===== src/rtl/load_align_unit.sv =====
// Load alignment/extension between MEM stage and data-memory read port.
// Define LOAD_MISALIGN_EN to split beat-crossing loads instead of trapping.
module load_align_unit #(
  parameter int DATA_W = 32,
  parameter int ADDR_W = 32,
  parameter int TAG_W  = 5
) (
  input  logic              clk,
  input  logic              reset,
  input  logic              req_valid,
  output logic              req_ready,
  input  logic [ADDR_W-1:0] req_addr,
  input  logic [2:0]        req_op,
  input  logic [TAG_W-1:0]  req_tag,
  output logic              mem_rd_valid,
  input  logic              mem_rd_ready,
  output logic [ADDR_W-1:0] mem_rd_addr,
  input  logic              mem_rsp_valid,
  input  logic [DATA_W-1:0] mem_rsp_data,
  output logic              out_valid,
  input  logic              out_ready,
  output logic [DATA_W-1:0] out_data,
  output logic [TAG_W-1:0]  out_tag,
  output logic              out_err
);

  localparam int BYTES = DATA_W / 8;
  localparam int OFFW  = $clog2(BYTES);
  localparam bit W64   = (DATA_W == 64);

`ifdef LOAD_MISALIGN_EN
  typedef enum logic [2:0] {
    IDLE, RD0, WAIT0, RD1, WAIT1, DONE
  } state_t;
`else
  typedef enum logic [2:0] {
    IDLE, RD0, WAIT0, DONE
  } state_t;
`endif

  state_t            state;
  logic [3:0]        sz, sz_q;
  logic              sgn, sgn_q;
  logic [OFFW-1:0]   off, off_q;
  logic              err;
  logic [DATA_W-1:0] lo, hi, m, res;
`ifdef LOAD_MISALIGN_EN
  logic              cross, cross_q;
  logic [DATA_W-1:0] beat0_q;
`endif

  always_comb begin
    sz  = 4'd4;
    sgn = 1'b1;
    unique case (1'b1)
      req_op == 3'b001: begin sz = 4'd1; sgn = 1'b0; end
      req_op == 3'b010: sz = 4'd1;
      req_op == 3'b011: begin sz = 4'd2; sgn = 1'b0; end
      req_op == 3'b100: sz = 4'd2;
      req_op == 3'b101 && W64: sgn = 1'b0;
      req_op == 3'b110 && W64: sz = 4'd8;
      default: ;
    endcase
  end

  assign off = req_addr[OFFW-1:0];

`ifdef LOAD_MISALIGN_EN
  assign err   = 1'b0;
  assign cross = (int'(off) + int'(sz)) > BYTES;
`else
  // sz-1 wraps to 7 for 8-byte loads, giving the right alignment mask
  assign err = |(req_addr[2:0] & (sz[2:0] - 3'd1));
`endif

  always_comb begin
    lo = mem_rsp_data;
    hi = '0;
`ifdef LOAD_MISALIGN_EN
    if (state == WAIT1) begin
      lo = beat0_q;
      hi = mem_rsp_data;
    end
`endif
  end

  assign m = DATA_W'({hi, lo} >> {off_q, 3'b000});

  always_comb begin
    int   nbits;
    logic sbit;
    nbits = 8 * int'(sz_q);
    sbit  = 1'b0;
    res   = '0;
    for (int i = 0; i < DATA_W; i++)
      if (i == nbits - 1) sbit = m[i];
    for (int i = 0; i < DATA_W; i++)
      res[i] = (i < nbits) ? m[i] : (sgn_q & sbit);
  end

  always_ff @(posedge clk) begin
    if (!reset) begin
      state        <= IDLE;
      req_ready    <= 1'b1;
      mem_rd_valid <= 1'b0;
      mem_rd_addr  <= '0;
      out_valid    <= 1'b0;
      out_data     <= '0;
      out_tag      <= '0;
      out_err      <= 1'b0;
      sz_q         <= 4'd4;
      sgn_q        <= 1'b0;
      off_q        <= '0;
`ifdef LOAD_MISALIGN_EN
      cross_q      <= 1'b0;
      beat0_q      <= '0;
`endif
    end else begin
      unique case (state)
        IDLE: if (req_valid) begin
          req_ready <= 1'b0;
          sz_q      <= sz;
          sgn_q     <= sgn;
          off_q     <= off;
          out_tag   <= req_tag;
`ifdef LOAD_MISALIGN_EN
          cross_q   <= cross;
`endif
          if (err) begin
            state     <= DONE;
            out_valid <= 1'b1;
            out_err   <= 1'b1;
            out_data  <= '0;
          end else begin
            state        <= RD0;
            mem_rd_valid <= 1'b1;
            mem_rd_addr  <= {req_addr[ADDR_W-1:OFFW], OFFW'(0)};
          end
        end
        RD0: if (mem_rd_ready) begin
          mem_rd_valid <= 1'b0;
          state        <= WAIT0;
        end
        WAIT0: if (mem_rsp_valid) begin
`ifdef LOAD_MISALIGN_EN
          if (cross_q) begin
            beat0_q      <= mem_rsp_data;
            state        <= RD1;
            mem_rd_valid <= 1'b1;
            mem_rd_addr  <= mem_rd_addr + ADDR_W'(BYTES);
          end else begin
            state     <= DONE;
            out_valid <= 1'b1;
            out_data  <= res;
            out_err   <= 1'b0;
          end
`else
          state     <= DONE;
          out_valid <= 1'b1;
          out_data  <= res;
          out_err   <= 1'b0;
`endif
        end
`ifdef LOAD_MISALIGN_EN
        RD1: if (mem_rd_ready) begin
          mem_rd_valid <= 1'b0;
          state        <= WAIT1;
        end
        WAIT1: if (mem_rsp_valid) begin
          state     <= DONE;
          out_valid <= 1'b1;
          out_data  <= res;
          out_err   <= 1'b0;
        end
`endif
        DONE: if (out_ready) begin
          out_valid <= 1'b0;
          req_ready <= 1'b1;
          state     <= IDLE;
        end
        default: state <= IDLE;
      endcase
    end
  end

endmodule


===== config.mk =====
export PLATFORM = sky130hd
export DESIGN_NAME = load_align_unit
export DESIGN_NICKNAME = d
export VERILOG_FILES = /design/src/rtl/load_align_unit.sv
export SDC_FILE = /design/constraint.sdc
export NUM_CORES = 1
export LEC_CHECK = 0
export CORE_MARGIN = 1
export CORE_UTILIZATION = 44
export DETAILED_ROUTE_END_ITERATION = 8
export MAX_ROUTING_LAYER = met4
export PLACE_DENSITY = 0.81
export RECOVER_POWER = 100
export SETUP_SLACK_MARGIN = 0.1
export SLEW_MARGIN = 40
export SYNTH_ARGS = -nofsm -noshare
export SYNTH_HDL_FRONTEND = slang
export SYNTH_SLANG_ARGS = --single-unit

===== constraint.sdc =====
create_clock -name clk -period 2.8 [get_ports clk]
set_clock_uncertainty 0.05 [all_clocks]
set_input_delay 0.28 -clock clk [delete_from_list [all_inputs] [get_ports clk]]
set_output_delay 0.28 -clock clk [all_outputs]
set_load 0.05 [all_outputs]

==> results of run 1 <==
[kinds of logic after synthesis]
kind of cell    Yosys count  share of synthesized area, %
fa+ha+maj                 9                          2.92
flops                    79                          41.0
buf+inv                  41                          4.83
mux                      18                          5.25
xor+xnor                  1                         0.421
compound gates          124                          22.8
simple gates            182                          22.7
other cells               1                        0.0971
[path summary, 6_finish.rpt]
path                                                   to  slack (ns)  depth (start not counted)                      start
worst max-delay path            out_data[22]$_SDFFE_PN0P_        0.33                         11                  req_op[0]
worst min-delay path            out_data[27]$_SDFFE_PN0P_        0.40                          2  out_data[27]$_SDFFE_PN0P_
worst max register to register  out_data[22]$_SDFFE_PN0P_        0.34                          8       sz_q[0]$_SDFFE_PN0P_
worst min register to register  out_data[27]$_SDFFE_PN0P_        0.40                          2  out_data[27]$_SDFFE_PN0P_
[per-stage QoR]
| stage | instance area [sq um] | power, W | utilization (%) |
|---|---|---|---|
| 6_report | 5620 | 0.00396 | 67.4 |
| 3_5_place_dp | 5450 | 0.00325 | 65.3 |
| 5_1_grt | 5620 | 0.00420 | 67.4 |
| 4_1_cts | 5630 | 0.00404 | 67.5 |
| 3_3_place_gp | 5450 | 0.00321 | 65.3 |
| 2_1_floorplan | 3860 | 0.00266 | - |
[layout make-up]
class                      instances  area [sq um]
clock inverter                     5          32.5
sequential                        79          1580
clock buffer                      11           151
multi-input combinational        336          2090
tap                              105           131
fill                             680          2720
timing repair buffer             160          1590
inverter                          10          37.5
[layer usage]
layer	track usage, %	wire length, um	up-vias	share of wire, %
li1	-	-	1885	-
met1	30.5	4760	1742	43
met2	41.8	5180	181	47
met3	6.22	993	14	9.0
met4	8.96	146	0	1.3
met5	-	0	-	0
[cells in the final DEF, fill, tap and decap left out, drive strengths merged, types with 7 or more instances in the layout]
| cell | Yosys | routed |
|---|---|---|
| nand2 | 112 | 112 |
| dfxtp | 79 | 79 |
| clkdlybuf4s50 | 0 | 76 |
| dlygate4sd3 | 0 | 72 |
| a21oi | 50 | 50 |
| nor2 | 20 | 20 |
| a221o | 14 | 14 |
| a211oi | 13 | 13 |
| clkbuf | 16 | 12 |
| nor2b | 11 | 11 |
| buf | 15 | 11 |
| inv | 10 | 10 |
| nand3b | 10 | 10 |
| mux2i | 9 | 9 |
| ha | 9 | 9 |
| mux2 | 8 | 8 |
| a21o | 8 | 8 |
| a31oi | 8 | 8 |
| a22o | 8 | 8 |
| nand2b | 7 | 7 |
[sequential cells by signal, summed over array words and instances (netlist names)]
register	flops
out_err	1
out_data	32
sgn_q	1
req_ready	1
state	2
out_valid	1
off_q	2
mem_rd_valid	1
out_tag	5
sz_q	3
mem_rd_addr	30
[power breakdown]
part | switching [W] | internal (W) | total (W)
Combinational | 0.00115 | 0.000638 | 0.00179
Clock | 0.000419 | 0.000367 | 0.000787
Sequential | 0.000107 | 0.00128 | 0.00139
Total | 0.00168 | 0.00229 | 0.00396
[worst max-delay path: stages]
cell and delay [ns]:
dlygate4sd3_1 0.61, nand2_1 0.09, nor2_1 0.04, a21oi_1 0.18
ha_1 0.27, nand2b_1 0.16, nand2_1 0.15, o211ai_4 0.12
buf_12 0.16, nor4b_4 0.45, a221o_1 0.18
==> impl_metrics.json, run 1 <==
{
  "status": "complete, no violations",
  "cts_root_buf": "clkbuf_8",
  "worstMarginPinSlew_ns": 0.708,
  "crit_required_ns": 3.03,
  "maxSlewHeadroom_pct": 52.4,
  "synthMostInstantiatedCell": "nand2_1",
  "floorplan.initialDensity_pct": 46.3,
  "grt_remaining_overflow": 0,
  "syn-cell-area_sq_um": 3860,
  "timing.fmax_mhz": 404,
  "die_y_um": 95.7,
  "synthTopCellsByArea": "dfxtp_1, nand2_1, a21oi_1",
  "clk_latency_ns": 0.33,
  "slew_violations": 0,
  "yosysSeqAreaShare_pct": 41.0,
  "stdcell_count": 706,
  "final.setup.worst_slack_ns": 0.326,
  "yosys.area.top_type_share_pct": 41.0,
  "yosys_warnings": 0,
  "num_io_pins": 151,
  "worst-endpoint-arrival_ns": 2.70,
  "rows": 33,
  "hold_buffers": 0,
  "netlist_instances": 455,
  "nets": 683,
  "critPathKind": "input port to flop",
  "routed_wl_mm": 11.1,
  "finalHoldViolations": 0,
  "path_clk_slew_ns": 0.09,
  "ys_async_sr_fraction_pct": 0,
  "core_area_sq_um": 8340,
  "max-vdd-ir-drop_mv": 0.343,
  "finalSetupTns_ns": 0,
  "area_growth_pct": 45.6,
  "rsz0062_at_grt": "no",
  "p_leak_nw": 2.26,
  "postCtsSetupBuffers": 0,
  "drcViolationCount": 0,
  "port_buffers": 148,
  "ys_seq_elements": 79,
  "hold_path.class": "flop to flop",
  "avgRoutedWirePerCell_um": 15.7,
  "synth_cell_types": 58,
  "end_kind": "flop",
  "antenna_found_initial": 0,
  "cts_resized": 0,
  "synth_common_cells": "nand2_1, dfxtp_1, a21oi_1",
  "cts-htree-levels": 3,
  "pre_cts_slack_ns": -0.0481,
  "vias_per_cell": 5.41,
  "numCtsBuffers": 9,
  "clockBufferDepth": 2,
  "first_pass_iters": 4,
  "place_inst": 690,
  "antenna_cells": 0,
  "post-dp-hpwl_mm": 8.46,
  "grt_pass1_vias": 3695,
  "grt_pass1_wl_mm": 17.3,
  "setup_viol_count_final": 0,
  "whs_ns": 0.404,
  "p_per_area_nw_per_um2": 705,
  "cts_tree": "done",
  "synth_edf_count": 0,
  "drtIter0Drc": 134,
  "syn_avg_cell_area_sq_um": 8.49,
  "grt_usage_pct": 25.5,
  "synth_area_leader_cell": "dfxtp_1",
  "crit_fanout": 13,
  "cp-start-kind": "input port",
  "die-area_sq_um": 9150,
  "place.gp.congestion": 0.913,
  "ys.flop_type": "dfxtp_1",
  "layout-drive-gt1-share_pct": 7.65,
  "via_count": 3822,
  "grt_max_degree": 47,
  "die_w_um": 95.7,
  "ant_nets": 0,
  "timing.final.crit_share_pct": 88.4,
  "period_needed_ns": 2.47,
  "maxCapViolations": 0,
  "clkSinkCount": 79
}
Note: power is estimated with default switching activity, not from simulation.
==> inputs of run 2 (changes only) <==
Settings changed: HOLD_SLACK_MARGIN set to 0.15.
==> results of run 2 <==
Final layout, timing and power as in run 1 (identical DEF).
==> inputs of run 3 (changes only) <==
Settings changed: CTS_CLUSTER_SIZE set to 24.
==> results of run 3 <==
Final layout, timing and power as in run 1 (identical DEF).
